`src/rtl/sal_cfg_apb.sv`:
```
// SAL DDR timing configuration block: APB-writable shadow timing set,
// copied atomically into the active set on commit once the scheduler is idle.
module sal_cfg_apb (
   input  logic        clk,
   input  logic        rst,
   input  logic        psel,
   input  logic        penable,
   input  logic        pwrite,
   input  logic [11:0] paddr,
   input  logic [31:0] pwdata,
   output logic [31:0] prdata,
   output logic        pready,
   output logic        pslverr,
   input  logic        ctrl_idle,
   output logic [3:0]  t_rcd_m1,
   output logic [3:0]  t_rp_m1,
   output logic [3:0]  t_ras_m1,
   output logic [3:0]  t_rtp_m1,
   output logic [3:0]  t_wtp_m1,
   output logic [3:0]  t_rrd_m1,
   output logic [3:0]  t_ccd_m1,
   output logic [3:0]  t_wtr_m1,
   output logic [3:0]  t_rtw_m1,
   output logic [3:0]  dfi_wren_lat,
   output logic [3:0]  dfi_rden_lat,
   output logic [7:0]  t_rfc_m1,
   output logic [7:0]  row_open_cnt,
   output logic        cfg_update
);

   localparam logic [3:0] T_RCD_VALUE_M1 = 4'd3;
   localparam logic [3:0] T_RP_VALUE_M1  = 4'd3;
   localparam logic [3:0] T_RAS_VALUE_M1 = 4'd8;
   localparam logic [3:0] T_RTP_VALUE_M1 = 4'd1;
   localparam logic [3:0] T_WTP_VALUE_M1 = 4'd4;
   localparam logic [3:0] T_RRD_VALUE_M1 = 4'd1;
   localparam logic [3:0] T_CCD_VALUE_M1 = 4'd3;
   localparam logic [3:0] T_WTR_VALUE_M1 = 4'd2;
   localparam logic [3:0] T_RTW_VALUE_M1 = 4'd5;
   localparam logic [3:0] WRITE_LATENCY  = 4'd4;
   localparam logic [3:0] READ_LATENCY   = 4'd6;
   localparam logic [7:0] T_RFC_VALUE_M1 = 8'h4F;
   localparam logic [7:0] ROW_OPEN_CNT   = 8'h40;

   typedef struct packed {
      logic [7:0] row_open;
      logic [7:0] rfc;
      logic [3:0] rden;
      logic [3:0] wren;
      logic [3:0] rtw;
      logic [3:0] wtr;
      logic [3:0] ccd;
      logic [3:0] rrd;
      logic [3:0] wtp;
      logic [3:0] rtp;
      logic [3:0] ras;
      logic [3:0] rp;
      logic [3:0] rcd;
   } timing_t;

   localparam timing_t TIMING_RST = '{
      row_open: ROW_OPEN_CNT,
      rfc:      T_RFC_VALUE_M1,
      rden:     READ_LATENCY,
      wren:     WRITE_LATENCY,
      rtw:      T_RTW_VALUE_M1,
      wtr:      T_WTR_VALUE_M1,
      ccd:      T_CCD_VALUE_M1,
      rrd:      T_RRD_VALUE_M1,
      wtp:      T_WTP_VALUE_M1,
      rtp:      T_RTP_VALUE_M1,
      ras:      T_RAS_VALUE_M1,
      rp:       T_RP_VALUE_M1,
      rcd:      T_RCD_VALUE_M1
   };

   typedef enum logic [1:0] {
      S_IDLE,
      S_WAIT,
      S_DONE
   } state_e;

   state_e      state_q, state_d;
   timing_t     shadow_q, shadow_d;
   timing_t     active_q, active_d;
   logic        pending_q, pending_d;
   logic        err_q, err_d;
   logic [7:0]  cnt_q, cnt_d;
   logic        upd_q, upd_d;
   logic [31:0] prdata_q, prdata_d;
   logic        pslverr_q, pslverr_d;

   logic [9:0]  widx;
   logic        sel_ctrl, sel_t0, sel_t1, sel_t2, sel_stat;
   logic        sel_tim, mapped, acc_err;
   logic        xfer, wr_ok, commit, apply;
   logic [31:0] rdata;
   logic        unused_ok;

   assign unused_ok = ^{paddr[1:0], pwdata[31:24]};

   // ---------------- APB slave FSM ----------------
   always_ff @(posedge clk or posedge rst) begin
      if (rst) state_q <= S_IDLE;
      else     state_q <= state_d;
   end

   always_comb begin
      state_d = state_q;
      unique case (state_q)
         S_IDLE:  if (psel && penable) state_d = S_WAIT;
         S_WAIT:  state_d = psel ? S_DONE : S_IDLE;
         S_DONE:  state_d = S_IDLE;
         default: state_d = S_IDLE;
      endcase
   end

   always_comb begin
      pready = (state_q == S_DONE);
      xfer   = (state_q == S_WAIT) && psel;
   end

   // ---------------- address decode ----------------
   assign widx     = paddr[11:2];
   assign sel_ctrl = (widx == 10'd0);
   assign sel_t0   = (widx == 10'd1);
   assign sel_t1   = (widx == 10'd2);
   assign sel_t2   = (widx == 10'd3);
   assign sel_stat = (widx == 10'd4);
   assign sel_tim  = sel_t0 | sel_t1 | sel_t2;
   assign mapped   = sel_ctrl | sel_tim | sel_stat;

   // Shadow is frozen while a commit waits, so the applied set is well defined
   assign acc_err = !mapped
                  | (pwrite & sel_stat)
                  | (pwrite & sel_tim & pending_q);

   assign wr_ok  = xfer & pwrite & !acc_err;
   assign commit = wr_ok & sel_ctrl & pwdata[0];
   assign apply  = pending_q & ctrl_idle;

   always_comb begin
      rdata = '0;
      case (widx)
         10'd1: rdata = {12'h0, shadow_q.wtp, shadow_q.rtp,
                         shadow_q.ras, shadow_q.rp, shadow_q.rcd};
         10'd2: rdata = {8'h0, shadow_q.rden, shadow_q.wren,
                         shadow_q.rtw, shadow_q.wtr,
                         shadow_q.ccd, shadow_q.rrd};
         10'd3: rdata = {16'h0, shadow_q.row_open, shadow_q.rfc};
         10'd4: rdata = {16'h0, cnt_q, 6'h0, err_q, pending_q};
         default: rdata = '0;
      endcase
   end

   // ---------------- register next-state ----------------
   always_comb begin
      shadow_d = shadow_q;
      if (wr_ok && sel_t0) begin
         shadow_d.rcd = pwdata[3:0];
         shadow_d.rp  = pwdata[7:4];
         shadow_d.ras = pwdata[11:8];
         shadow_d.rtp = pwdata[15:12];
         shadow_d.wtp = pwdata[19:16];
      end
      if (wr_ok && sel_t1) begin
         shadow_d.rrd  = pwdata[3:0];
         shadow_d.ccd  = pwdata[7:4];
         shadow_d.wtr  = pwdata[11:8];
         shadow_d.rtw  = pwdata[15:12];
         shadow_d.wren = pwdata[19:16];
         shadow_d.rden = pwdata[23:20];
      end
      if (wr_ok && sel_t2) begin
         shadow_d.rfc      = pwdata[7:0];
         shadow_d.row_open = pwdata[15:8];
      end
   end

   always_comb begin
      active_d  = apply ? shadow_q : active_q;
      pending_d = pending_q ? !apply : commit;
      cnt_d     = cnt_q + {7'd0, apply};
      upd_d     = apply;
      err_d     = err_q | (xfer & acc_err);
      prdata_d  = prdata_q;
      pslverr_d = pslverr_q;
      if (xfer) begin
         prdata_d  = (pwrite || acc_err) ? 32'h0 : rdata;
         pslverr_d = acc_err;
      end else if (state_q == S_DONE) begin
         prdata_d  = 32'h0;
         pslverr_d = 1'b0;
      end
   end

   always_ff @(posedge clk or posedge rst) begin
      if (rst) begin
         shadow_q  <= TIMING_RST;
         active_q  <= TIMING_RST;
         pending_q <= 1'b0;
         err_q     <= 1'b0;
         cnt_q     <= 8'h0;
         upd_q     <= 1'b0;
         prdata_q  <= 32'h0;
         pslverr_q <= 1'b0;
      end else begin
         shadow_q  <= shadow_d;
         active_q  <= active_d;
         pending_q <= pending_d;
         err_q     <= err_d;
         cnt_q     <= cnt_d;
         upd_q     <= upd_d;
         prdata_q  <= prdata_d;
         pslverr_q <= pslverr_d;
      end
   end

   // ---------------- outputs ----------------
   assign prdata       = prdata_q;
   assign pslverr      = pslverr_q;
   assign cfg_update   = upd_q;
   assign t_rcd_m1     = active_q.rcd;
   assign t_rp_m1      = active_q.rp;
   assign t_ras_m1     = active_q.ras;
   assign t_rtp_m1     = active_q.rtp;
   assign t_wtp_m1     = active_q.wtp;
   assign t_rrd_m1     = active_q.rrd;
   assign t_ccd_m1     = active_q.ccd;
   assign t_wtr_m1     = active_q.wtr;
   assign t_rtw_m1     = active_q.rtw;
   assign dfi_wren_lat = active_q.wren;
   assign dfi_rden_lat = active_q.rden;
   assign t_rfc_m1     = active_q.rfc;
   assign row_open_cnt = active_q.row_open;

endmodule

```
`config.mk`:
```
export PLATFORM = sky130hd
export DESIGN_NAME = sal_cfg_apb
export DESIGN_NICKNAME = d
export VERILOG_FILES = /design/src/rtl/sal_cfg_apb.sv
export SDC_FILE = /design/constraint.sdc
export NUM_CORES = 1
export LEC_CHECK = 0
export BUFFER_PORTS_ARGS = -buffer_cell sky130_fd_sc_hd__buf_4
export CAP_MARGIN = 40
export CORE_AREA = 2 2 113 115
export DETAILED_ROUTE_END_ITERATION = 10
export DIE_AREA = 0 0 115 117
export PLACE_DENSITY = 0.85
export REMOVE_ABC_BUFFERS = 1
export SYNTH_ARGS = -nofsm -noshare
export SYNTH_HDL_FRONTEND = slang
export SYNTH_SLANG_ARGS = --single-unit
```
`constraint.sdc`:
```
create_clock -name clk -period 5.9 [get_ports clk]
set_clock_uncertainty 0.2 [all_clocks]
set_input_delay 0.885 -clock clk [delete_from_list [all_inputs] [get_ports clk]]
set_output_delay 0.885 -clock clk [all_outputs]
set_load 0.02 [all_outputs]
```
# Yosys cells after proc, flatten, opt, wreduce, memory -nomap -nowiden
# Cells that the tools add are included.
[totals]
register_bits = 166
inputBits = 50
output_inout_bits = 95
word_cells = 79
[op_classes]
add_sub_neg = 1
n_eq_ne = 7
mux = 10
bitwise = 16
reduce_logical = 12
[op_table]
columns = ["op", "count"]
rows = [
  ["32-bit 2-to-1 mux", 3],
  ["24-bit case mux with 4 select lines", 1],
  ["10-bit by 2-bit == test with 1-bit output, second input constant", 2],
  ["10-bit by 1-bit == test with 1-bit output, second input constant", 1],
  ["10-bit by 3-bit == test with 1-bit output, second input constant", 1],
  ["10-bit logical NOT", 1],
  ["1-bit AND", 9],
  ["8-bit by 1-bit adder with 8-bit output", 1],
  ["1-bit OR", 7],
  ["1-bit logical AND", 5],
  ["2-bit 2-to-1 mux", 2],
  ["2-bit case mux with 2 select lines", 1],
  ["1-bit logical NOT", 3],
  ["1-bit 2-to-1 mux", 3],
  ["2-bit by 1-bit == test with 1-bit output, second input constant", 1],
  ["2-bit == test, second input constant", 1],
  ["2-bit logical NOT", 1],
  ["2-bit != test, second input constant", 1],
  ["2-bit nonzero test", 1],
  ["1-bit logical OR", 1],
]

# Logic depth before layout (Yosys ltp)
# Gate-level depths: netlist (run 1).
[logic_depth]
depth_word = 13
ltp_mapped = 8
ltp_nobuf = 7

# Worst setup path after synthesis (run 1)
# Ideal clock, no wire load.
[synth_timing]
kind = "input to register"
startpoint = "input paddr[9]"
endpoint = "register shadow_q[48] (netlist name)"
setup_ns = 0.125
t_arrival_ns = 2.563
required_ns = 5.575
setup_slack_ns = 3.013
cell_stages = 6
path_buffers = 2
cell_sequence = "or4_4 -> nor4_4 -> and4_1 -> buf_4 -> buf_6 -> mux2_2"
[synth_via]
elab_chain_cells = 11
word_cells_on_any_way = 18
cone_classes = "4 x eq/ne; 10 x bitwise; 4 x reduce/logical"
[synth_rtl]
columns = ["element", "line", "text"]
rows = [
  ["from (decl)", "9", "input logic [11:0] paddr,"],
  ["10-bit by 1-bit == test with 1-bit output / 10-bit by 2-bit == test with 1-bit output (equally long branches)", "126, 127", ""],
  ["1-bit OR (2 in a row)", "130", "assign sel_tim = sel_t0 | sel_t1 | sel_t2;"],
  ["1-bit OR (2 in a row)", "131", "assign mapped = sel_ctrl | sel_tim | sel_stat;"],
  ["1-bit logical NOT", "134", "assign acc_err = !mapped"],
  ["1-bit OR", "135", "| (pwrite & sel_stat)"],
  ["1-bit OR", "136", "| (pwrite & sel_tim & pending_q);"],
  ["1-bit logical NOT", "138", "assign wr_ok = xfer & pwrite & !acc_err;"],
  ["1-bit AND", "138", ""],
  ["1-bit logical AND *", "174", "if (wr_ok && sel_t2) begin"],
  ["to (signal assigned)", "208", "shadow_q <= shadow_d;"],
  ["to (decl)", "84", "timing_t shadow_q, shadow_d;"],
]
# Every way passes the cells marked *; elsewhere a longest branch is shown, timed or not.
# A chain may end at the register's enable or synchronous reset.

# Final worst setup path (run 1)
[layout_timing]
startpoint = "input paddr[3]"
endpoint = "register shadow_q[8] (netlist name)"
[layout_via]
elab_chain_cells = 11
word_cells_on_any_way = 18
cone_classes = "4 x eq/ne; 10 x bitwise; 4 x reduce/logical"
[layout_rtl]
columns = ["element", "line", "text"]
rows = [
  ["10-bit by 1-bit == test with 1-bit output / 10-bit by 2-bit == test with 1-bit output (equally long branches)", "126, 127", ""],
  ["1-bit OR (2 in a row)", "130", ""],
  ["1-bit OR (2 in a row)", "131", ""],
  ["1-bit logical NOT", "134", ""],
  ["1-bit OR", "135", ""],
  ["1-bit OR", "136", ""],
  ["1-bit logical NOT", "138", ""],
  ["1-bit AND", "138", ""],
  ["1-bit logical AND *", "159", "if (wr_ok && sel_t0) begin"],
]
# Marks and branches as above.

==> impl_metrics.ini, run 1 <==
[detailed_routing]
drc = 0
viasPerCell = 5.63
drtIter0Drc = 259
wirelength_um = 14500
vias = 4185
antenna_left = 0
wl_per_cell_um = 19.5
firstDrtPassIters = 4

[grt]
overflow = 0
antenna_found_initial = 0
grt_max_degree = 102
grt_pass1_wl_um = 22800
grtUsageTotal_pct = 22.7
grt_pass1_vias = 4359

[clock_network]
clk_latency_ns = 0.43
post_cts_buffers = 0
post_cts_resized = 0
cts_tree = yes
clock_path_buffers = 2
cts.sinks = 158
numCtsBuffers = 17
postCtsHoldBufs = 0
clk_pin_slew_worst_paths_ns = 0.06
cts.htree.levels = 4
root_buffer = clkbuf_16

[worst_setup_path]
cp.arrival_ns = 3.31
cp.required_ns = 6.01
endpoint_kind = flip-flop
worstSetupStartpointType = input port
cp_max_fo = 22
worstSetupPathType = in2reg

[layout]
area_growth_pct = 26.4
seq_area_mm2 = 0.00401
stdcell_count = 743
multi_input_area_mm2 = 0.00236
final_area_mm2 = 0.00823
drive_above_1_share_pct = 58.2
fillerInstances = 896
layout_common_cells = 131 x buf_4, 130 x mux2_2, 114 x dfrtp_1, 44 x dfstp_2, 23 x nand2_1
nets = 632
mostFrequentLayoutCell = buf_4
antennaDiodeCount = 0

[power_and_ir_drop]
irDropWorstVdd_mv = 0.204
leakagePower_uw = 0.00409
powerDensity_mw_per_mm2 = 280
power_uw = 2300

[floorplan]
initial_core_util_pct = 52.9
dieArea_mm2 = 0.0135
num_rows = 41
die_width_um = 115
die_h_um = 117
num_io_pins = 145
core_area_mm2 = 0.0123

[synth]
synthArstFlopShare_pct = 100
synth_cell_type_count = 42
synth-edff-count = 0
ys_dominant_reg_cell = dfrtp_1
synth-seq-cells = 158
seq_area_frac_synth_pct = 61.6
syn_avg_cell_area_um2 = 14.5
netlist_instances = 450
syn_area_mm2 = 0.00651
yosysWarnings = 0

[timing]
finalSetupTns_ns = 0
worst_pin_slew_ns = 0.820
fin_crit_sh_pct = 54.3
hold_violations = 0
setup_viol = 0
rsz0062_at_grt = no
hold_ws_ns = 0.249
fmax_mhz = 312
slew_viol_final = 0
min_period_ns = 3.21
max_slew_margin_pct = 45.3

[outcome]
run_status = complete, no violations

[place]
portBuffers = 126
place_area_mm2 = 0.00761
dpl.cell_count = 711
dp_hpwl_um = 9540
gp_congestion = 0.785

[job]
maxCapViolations = 0

[min_path]
hp-class = reg2reg
==> worst max-delay path, cell delays in order <==
cell,delay (ns)
buf_4,0.24
or2_2,0.35
a2111oi_2,0.50
nand3_1,0.61
buf_4,0.44
mux2_2,0.29
==> power breakdown <==
part	switching [uW]	internal, uW
Clock	419	697
Sequential	2.75	1090
Combinational	60.2	30.9
==> metal layers <==
metal  wire length (um)  part of all wire, %  GRT usage, %
met5                  0                    0             0
met4                214                  1.5          9.80
met3                739                  5.1          5.25
met2               7560                   52          38.4
met1               5980                   41          28.3
==> cells in the mapped netlist, types with 6 or more instances <==
cell type | number | area share (%)
a22oi_1 | 20 | 2.3
mux2i_1 | 6 | 0.92
clkbuf_1 | 8 | 0.46
buf_4 | 9 | 1.0
mux2_2 | 130 | 22
buf_1 | 7 | 0.40
dfstp_2 | 44 | 18
o21ai_0 | 19 | 1.5
nand2_1 | 24 | 1.4
dfrtp_1 | 114 | 44
==> state kept, by name (all words and copies together) (netlist names), 8 cells and up <==
register      flops
t_rfc_m1          8
prdata           24
cnt_q             8
shadow_q         60
row_open_cnt      8
==> per-stage QoR <==
| stage | utilization [%] | setup WS (ns) |
|---|---|---|
| CTS | 66.8 | 2.71 |
| detailed placement | 61.8 | 2.27 |
| global placement | 61.4 | 2.28 |
| finish | 66.8 | 2.69 |
| floorplan | - | 0.625 |
| global route | 66.8 | 2.59 |
==> kinds of logic after synthesis <==
logic type	after synthesis	synth area share, %
flip-flops	158	61.6
multiplexers	136	23.4
AO/OA/AOI/OAI	60	6.54
AND/OR/NAND/NOR	53	4.52
buffers and inverters	34	2.67
XOR/XNOR	6	0.808
adder cells (fa/ha/maj)	2	0.384
other	1	0.0576
==> worst paths after layout <==
kind,depth (start not counted),slack (ns),to,start
max,6,2.69,shadow_q[8],paddr[3]
min,1,0.25,state_q[0],state_q[1]
max reg2reg,5,3.10,shadow_q[8],state_q[1]
min reg2reg,1,0.25,state_q[0],state_q[1]
max in group asynchronous,4,4.00,shadow_q[16],rst
min in group asynchronous,2,0.29,t_rp_m1[0],rst
==> final cells by class <==
class,instances,share of cell area [%]
timing repair buffer,133,12.6
sequential,158,48.7
multi-input combinational,265,28.6
clock inverter,10,1.66
tap,150,2.28
clock buffer,22,5.77
inverter,5,0.289
Note: power is estimated with default switching activity, not from simulation.
==> run 2: changes to the inputs <==
CORE_AREA = 2 2 119 121   (was 2 2 113 115)
DIE_AREA = 0 0 121 123   (was 0 0 115 117)
PLACE_DENSITY = 0.81   (was 0.85)
clock period = 2.6 ns   (was 5.9 ns; I/O delays follow)
==> impl_metrics.ini, run 2 (synthesis gave the netlist of run 1 again) <==
[layout]
drive_above_1_share_pct = 58.7
largest-register = shadow_q
mostFrequentLayoutCell = buf_4
layout_common_cells = 145 x buf_4, 130 x mux2_2, 114 x dfrtp_1, 44 x dfstp_2, 23 x nand2_1
fillerInstances = 1028
nets = 657
final_area_mm2 = 0.00847
area_growth_pct = 30.1
stdcell_count = 798
largest_reg_flops = 60
antennaDiodeCount = 0
seq_area_mm2 = 0.00401
multi_input_area_mm2 = 0.00236

[timing]
fin_crit_sh_pct = 89.4
min_period_ns = 2.33
slew_viol_final = 0
rsz0062_at_grt = no
worst_pin_slew_ns = 0.630
hold_violations = 0
setup_viol = 0
setup_slack_ns = 0.275
max_slew_margin_pct = 58.0
fmax_mhz = 430

[detailed_routing]
vias = 4314
drc = 0
antenna_left = 0
firstDrtPassIters = 4
wl_per_cell_um = 19.1
wirelength_um = 15200
drtIter0Drc = 298
viasPerCell = 5.41

[worst_setup_path]
worstSetupPathType = reg2reg
crit_family = simple AND/OR/NAND/NOR gates
crit_buf_inv = 1
slowest_stage = a2111oi_2
r2r-end = shadow_q[49]
cp_max_fo = 12
cp.required_ns = 2.69
endpoint_kind = flip-flop
rr_startpoint = state_q[1]
cp.arrival_ns = 2.42
r2r_setup_slack_ns = 0.27
crit_chain = nand3b_1, a2111oi_2, and4_1, buf_12, mux2_2
cp_num_cells = 5
worstSetupStartpointType = flip-flop
reg2regPathDepth = 5
max_stage_delay_ns = 0.46

[clock_network]
post_cts_buffers = 0
cts.htree.levels = 4
post_cts_resized = 0
clk_pin_slew_worst_paths_ns = 0.06
numCtsBuffers = 17
cts.sinks = 158
root_buffer = clkbuf_16
clock_path_buffers = 2
cts_tree = yes
clk_latency_ns = 0.43

[floorplan]
num_rows = 43
core_area_mm2 = 0.0136
num_io_pins = 145
die_h_um = 123
initial_core_util_pct = 47.8
die_width_um = 121
dieArea_mm2 = 0.0149

[min_path]
whs_path_depth = 2
worstHoldStart = pwdata[13]
hp-class = in2reg
min_to = shadow_q[57]

[grt]
antenna_found_initial = 0
grt_pass1_vias = 4444
grtUsageTotal_pct = 21.5
grt_pass1_wl_um = 23900
grt_max_degree = 60
overflow = 0

[power_and_ir_drop]
irDropWorstVdd_mv = 0.387
leakagePower_uw = 0.00421
powerDensity_mw_per_mm2 = 612
power_uw = 5180

[place]
gp_congestion = 0.776
dpl.cell_count = 756
place_area_mm2 = 0.00776
dp_slack_ns = 0.117
portBuffers = 126
dp_hpwl_um = 10100

[job]
maxCapViolations = 0

[outcome]
run_status = complete, no violations
[run 2: layout make-up]
class / count / area share (%)
clock buffers: 20 / 5.51
repair buffers: 158 / 14.8
flip-flops and latches: 158 / 47.4
clock inverters: 12 / 1.58
well taps: 180 / 2.66
inverters: 5 / 0.281
multi-input cells: 265 / 27.9
[run 2: worst max path at each step]
stage,start,end
2_1_floorplan,rst,cfg_update
6_report,state_q[1],shadow_q[49]
4_1_cts,state_q[1],shadow_q[56]
5_1_grt,state_q[1],shadow_q[59]
3_5_place_dp,paddr[9],shadow_q[56]
3_3_place_gp,paddr[9],shadow_q[14]
[run 2: repair_timing]
item                                    4_1_cts  5_1_grt
endpoints found under the setup margin        0        0
hold buffers                                  9        1
endpoints found under the hold margin        44        1
[run 2: through the flow]
step                hold WS [ns]  TNS, ns  util [%]
floorplan                  0.211  -295.34         -
global placement           0.223        0      57.0
detailed placement         0.231        0      57.0
CTS                      0.00536        0      62.1
global route             0.00885        0      62.2
finish                    0.0159        0      62.2
[run 2: where the power goes]
| group | total, uW | internal [uW] | switching [uW] |
|---|---|---|---|
| registers | 2480 | 2470 | 6.55 |
| logic | 231 | 87.6 | 143 |
| clock network | 2470 | 1500 | 976 |
| total | 5180 | 4060 | 1130 |
[run 2: metal layers]
layer | wire (um) | track usage [%] | up-vias
li1 | - | - | 1927
met1 | 6390 | 27.0 | 2223
met2 | 7710 | 35.7 | 154
met3 | 953 | 6.60 | 10
met4 | 172 | 7.05 | 0
met5 | 0 | 0 | -
[run 2: worst reg2reg max path: stages, from the launching register on]
cell and delay [ns]:
dfrtp_1 0.38, nand3b_1 0.27, a2111oi_2 0.46, and4_1 0.35, buf_12 0.20, mux2_2 0.34
==> run 3: changes to the inputs <==
ABC_CLOCK_PERIOD_IN_PS = 2600   (was default)
CORE_AREA = 2 2 152 95   (was 2 2 119 121)
DIE_AREA = 0 0 154 97   (was 0 0 121 123)
==> impl_metrics.ini, run 3 (synthesis gave the netlist of run 1 again) <==
[clock_network]
cts.htree.levels = 4
clk_pin_slew_worst_paths_ns = 0.06
clk_latency_ns = 0.42
post_cts_buffers = 0
cts_tree = yes
numCtsBuffers = 17
cts.sinks = 158
root_buffer = clkbuf_16
clock_path_buffers = 2

[timing]
hold_ws_ns = 0.0156
rsz0062_at_grt = no
fmax_mhz = 401
max_slew_margin_pct = 50.8
worst_pin_slew_ns = 0.735
min_period_ns = 2.50
hold_violations = 0
setup_viol = 0
fin_crit_sh_pct = 96.0
slew_viol_final = 0

[layout]
drive_above_1_share_pct = 58.9
mostFrequentLayoutCell = buf_4
antennaDiodeCount = 0
stdcell_count = 788
largest_reg_flops = 60
nets = 652
layout_common_cells = 143 x buf_4, 130 x mux2_2, 114 x dfrtp_1, 44 x dfstp_2, 23 x nand2_1
area_growth_pct = 29.8
largest-register = shadow_q
final_area_mm2 = 0.00845

[worst_setup_path]
crit_family = buffers and inverters
crit_chain = dlygate4sd3_1, buf_4, nand3b_1, a2111oi_4, and4_1, buf_4, mux2_2
crit_top_cell = buf_4
rr_startpoint = state_q[1]
cp.required_ns = 2.70
crit_buf_inv = 3
cp_max_fo = 9
endpoint_kind = flip-flop
r2r_setup_slack_ns = 0.24
worstSetupPathType = in2reg
reg2regPathDepth = 5
max_stage_delay_ns = 0.53
cp.arrival_ns = 2.60
worstSetupStartpointType = input port
slowest_stage = dlygate4sd3_1
crit_path_end = shadow_q[52]
cp_num_cells = 7
cp-startpoint = psel
r2r-end = shadow_q[52]

[floorplan]
dieArea_mm2 = 0.0149
num_rows = 33
initial_core_util_pct = 48.5
die_width_um = 154
num_io_pins = 145
core_area_mm2 = 0.0134
die_h_um = 97

[detailed_routing]
antenna_left = 0
vias = 4281
wl_met3_um = 1250
wirelength_um = 15600
wl_met2_um = 7030
drtIter0Drc = 246
viasPerCell = 5.43
drc = 0
firstDrtPassIters = 4
wl_per_cell_um = 19.7
top_layer = met4
m1WireLength_um = 7110

[grt]
overflow = 0
grt_pass1_wl_um = 24900
grtUsageTotal_pct = 21.7
antenna_found_initial = 0
grt_max_degree = 61
grt_pass1_vias = 4554

[power_and_ir_drop]
leakagePower_uw = 0.00420
power_frac_seq_pct = 46.8
powerDensity_mw_per_mm2 = 628
p_sw_share_pct = 22.4
p_comb_share_pct = 4.3
clockPowerShare_pct = 49.0
irDropWorstVdd_mv = 0.416
switchingPower_uw = 1190
p_int_uw = 4110

[place]
gp_congestion = 0.776
place_area_mm2 = 0.00774
dpl.cell_count = 749
dp_hpwl_um = 10700
portBuffers = 126

[min_path]
hp-class = in2reg

[outcome]
run_status = complete, no violations

[job]
maxCapViolations = 0
[run 3: cell types whose count changed in the layout (fill, tap and decap cells not counted)]
cell	change
clkinv_2	-1
a2111oi_4	+1
a2111oi_2	-1
clkbuf_8	-2
bufinv_16	+1
buf_4	-2
dlygate4sd3_1	-3
inv_8	+2
[run 3: power by group through the flow]
stage	logic, uW	clock network [uW]	registers, uW
final	227	2600	2480
after global routing	249	2770	2480
after CTS	228	2640	2480
after detailed placement	218	0	2520
after global placement	209	0	2520
after floorplan	84.2	0	2520
[run 3: metrics by stage]
stage / setup TNS (ns) / utilization (%) / total power (uW) / setup WS [ns]
3_3_place_gp: 0 / 57.7 / 2730 / 0.0919
3_5_place_dp: 0 / 57.7 / 2740 / 0.0592
5_1_grt: 0 / 62.9 / 5500 / 0.0308
6_report: 0 / 62.9 / 5300 / 0.104
4_1_cts: 0 / 62.9 / 5350 / 0.0859
2_1_floorplan: -295.34 / - / 2610 / -2.18
[run 3: routing by layer]
layer,vias to the layer above,track usage (%)
li1,1924,-
met1,2190,30.0
met2,153,32.5
met3,14,7.30
met4,0,6.54
met5,-,0
[run 3: area by class of cell]
| type | instances | area (um2) |
|---|---|---|
| clock buffers | 18 | 439 |
| clock inverters | 14 | 181 |
| fillers | 1015 | 4970 |
| inverters | 5 | 23.8 |
| multi-input cells | 265 | 2370 |
| flip-flops and latches | 158 | 4010 |
| well taps | 175 | 219 |
| repair buffers | 153 | 1200 |
[run 3: how the worst min path moves through the flow]
stage / from / to / slack (ns) / cells after the start
3_5_place_dp: state_q[1] / state_q[0] / 0.24 / 1
5_1_grt: pwdata[21] / shadow_q[41] / 0.005 / 2
2_1_floorplan: state_q[1] / state_q[0] / 0.21 / 1
3_3_place_gp: state_q[1] / state_q[0] / 0.22 / 1
6_report: pwdata[17] / shadow_q[37] / 0.02 / 2
4_1_cts: pwdata[21] / shadow_q[41] / 0.002 / 2
[run 3: timing repair]
action | in CTS | in global routing
endpoints found under the hold margin | 43 | 0
endpoints found under the setup margin | 0 | 13
resized for setup | 0 | 1
hold buffers | 7 | 0
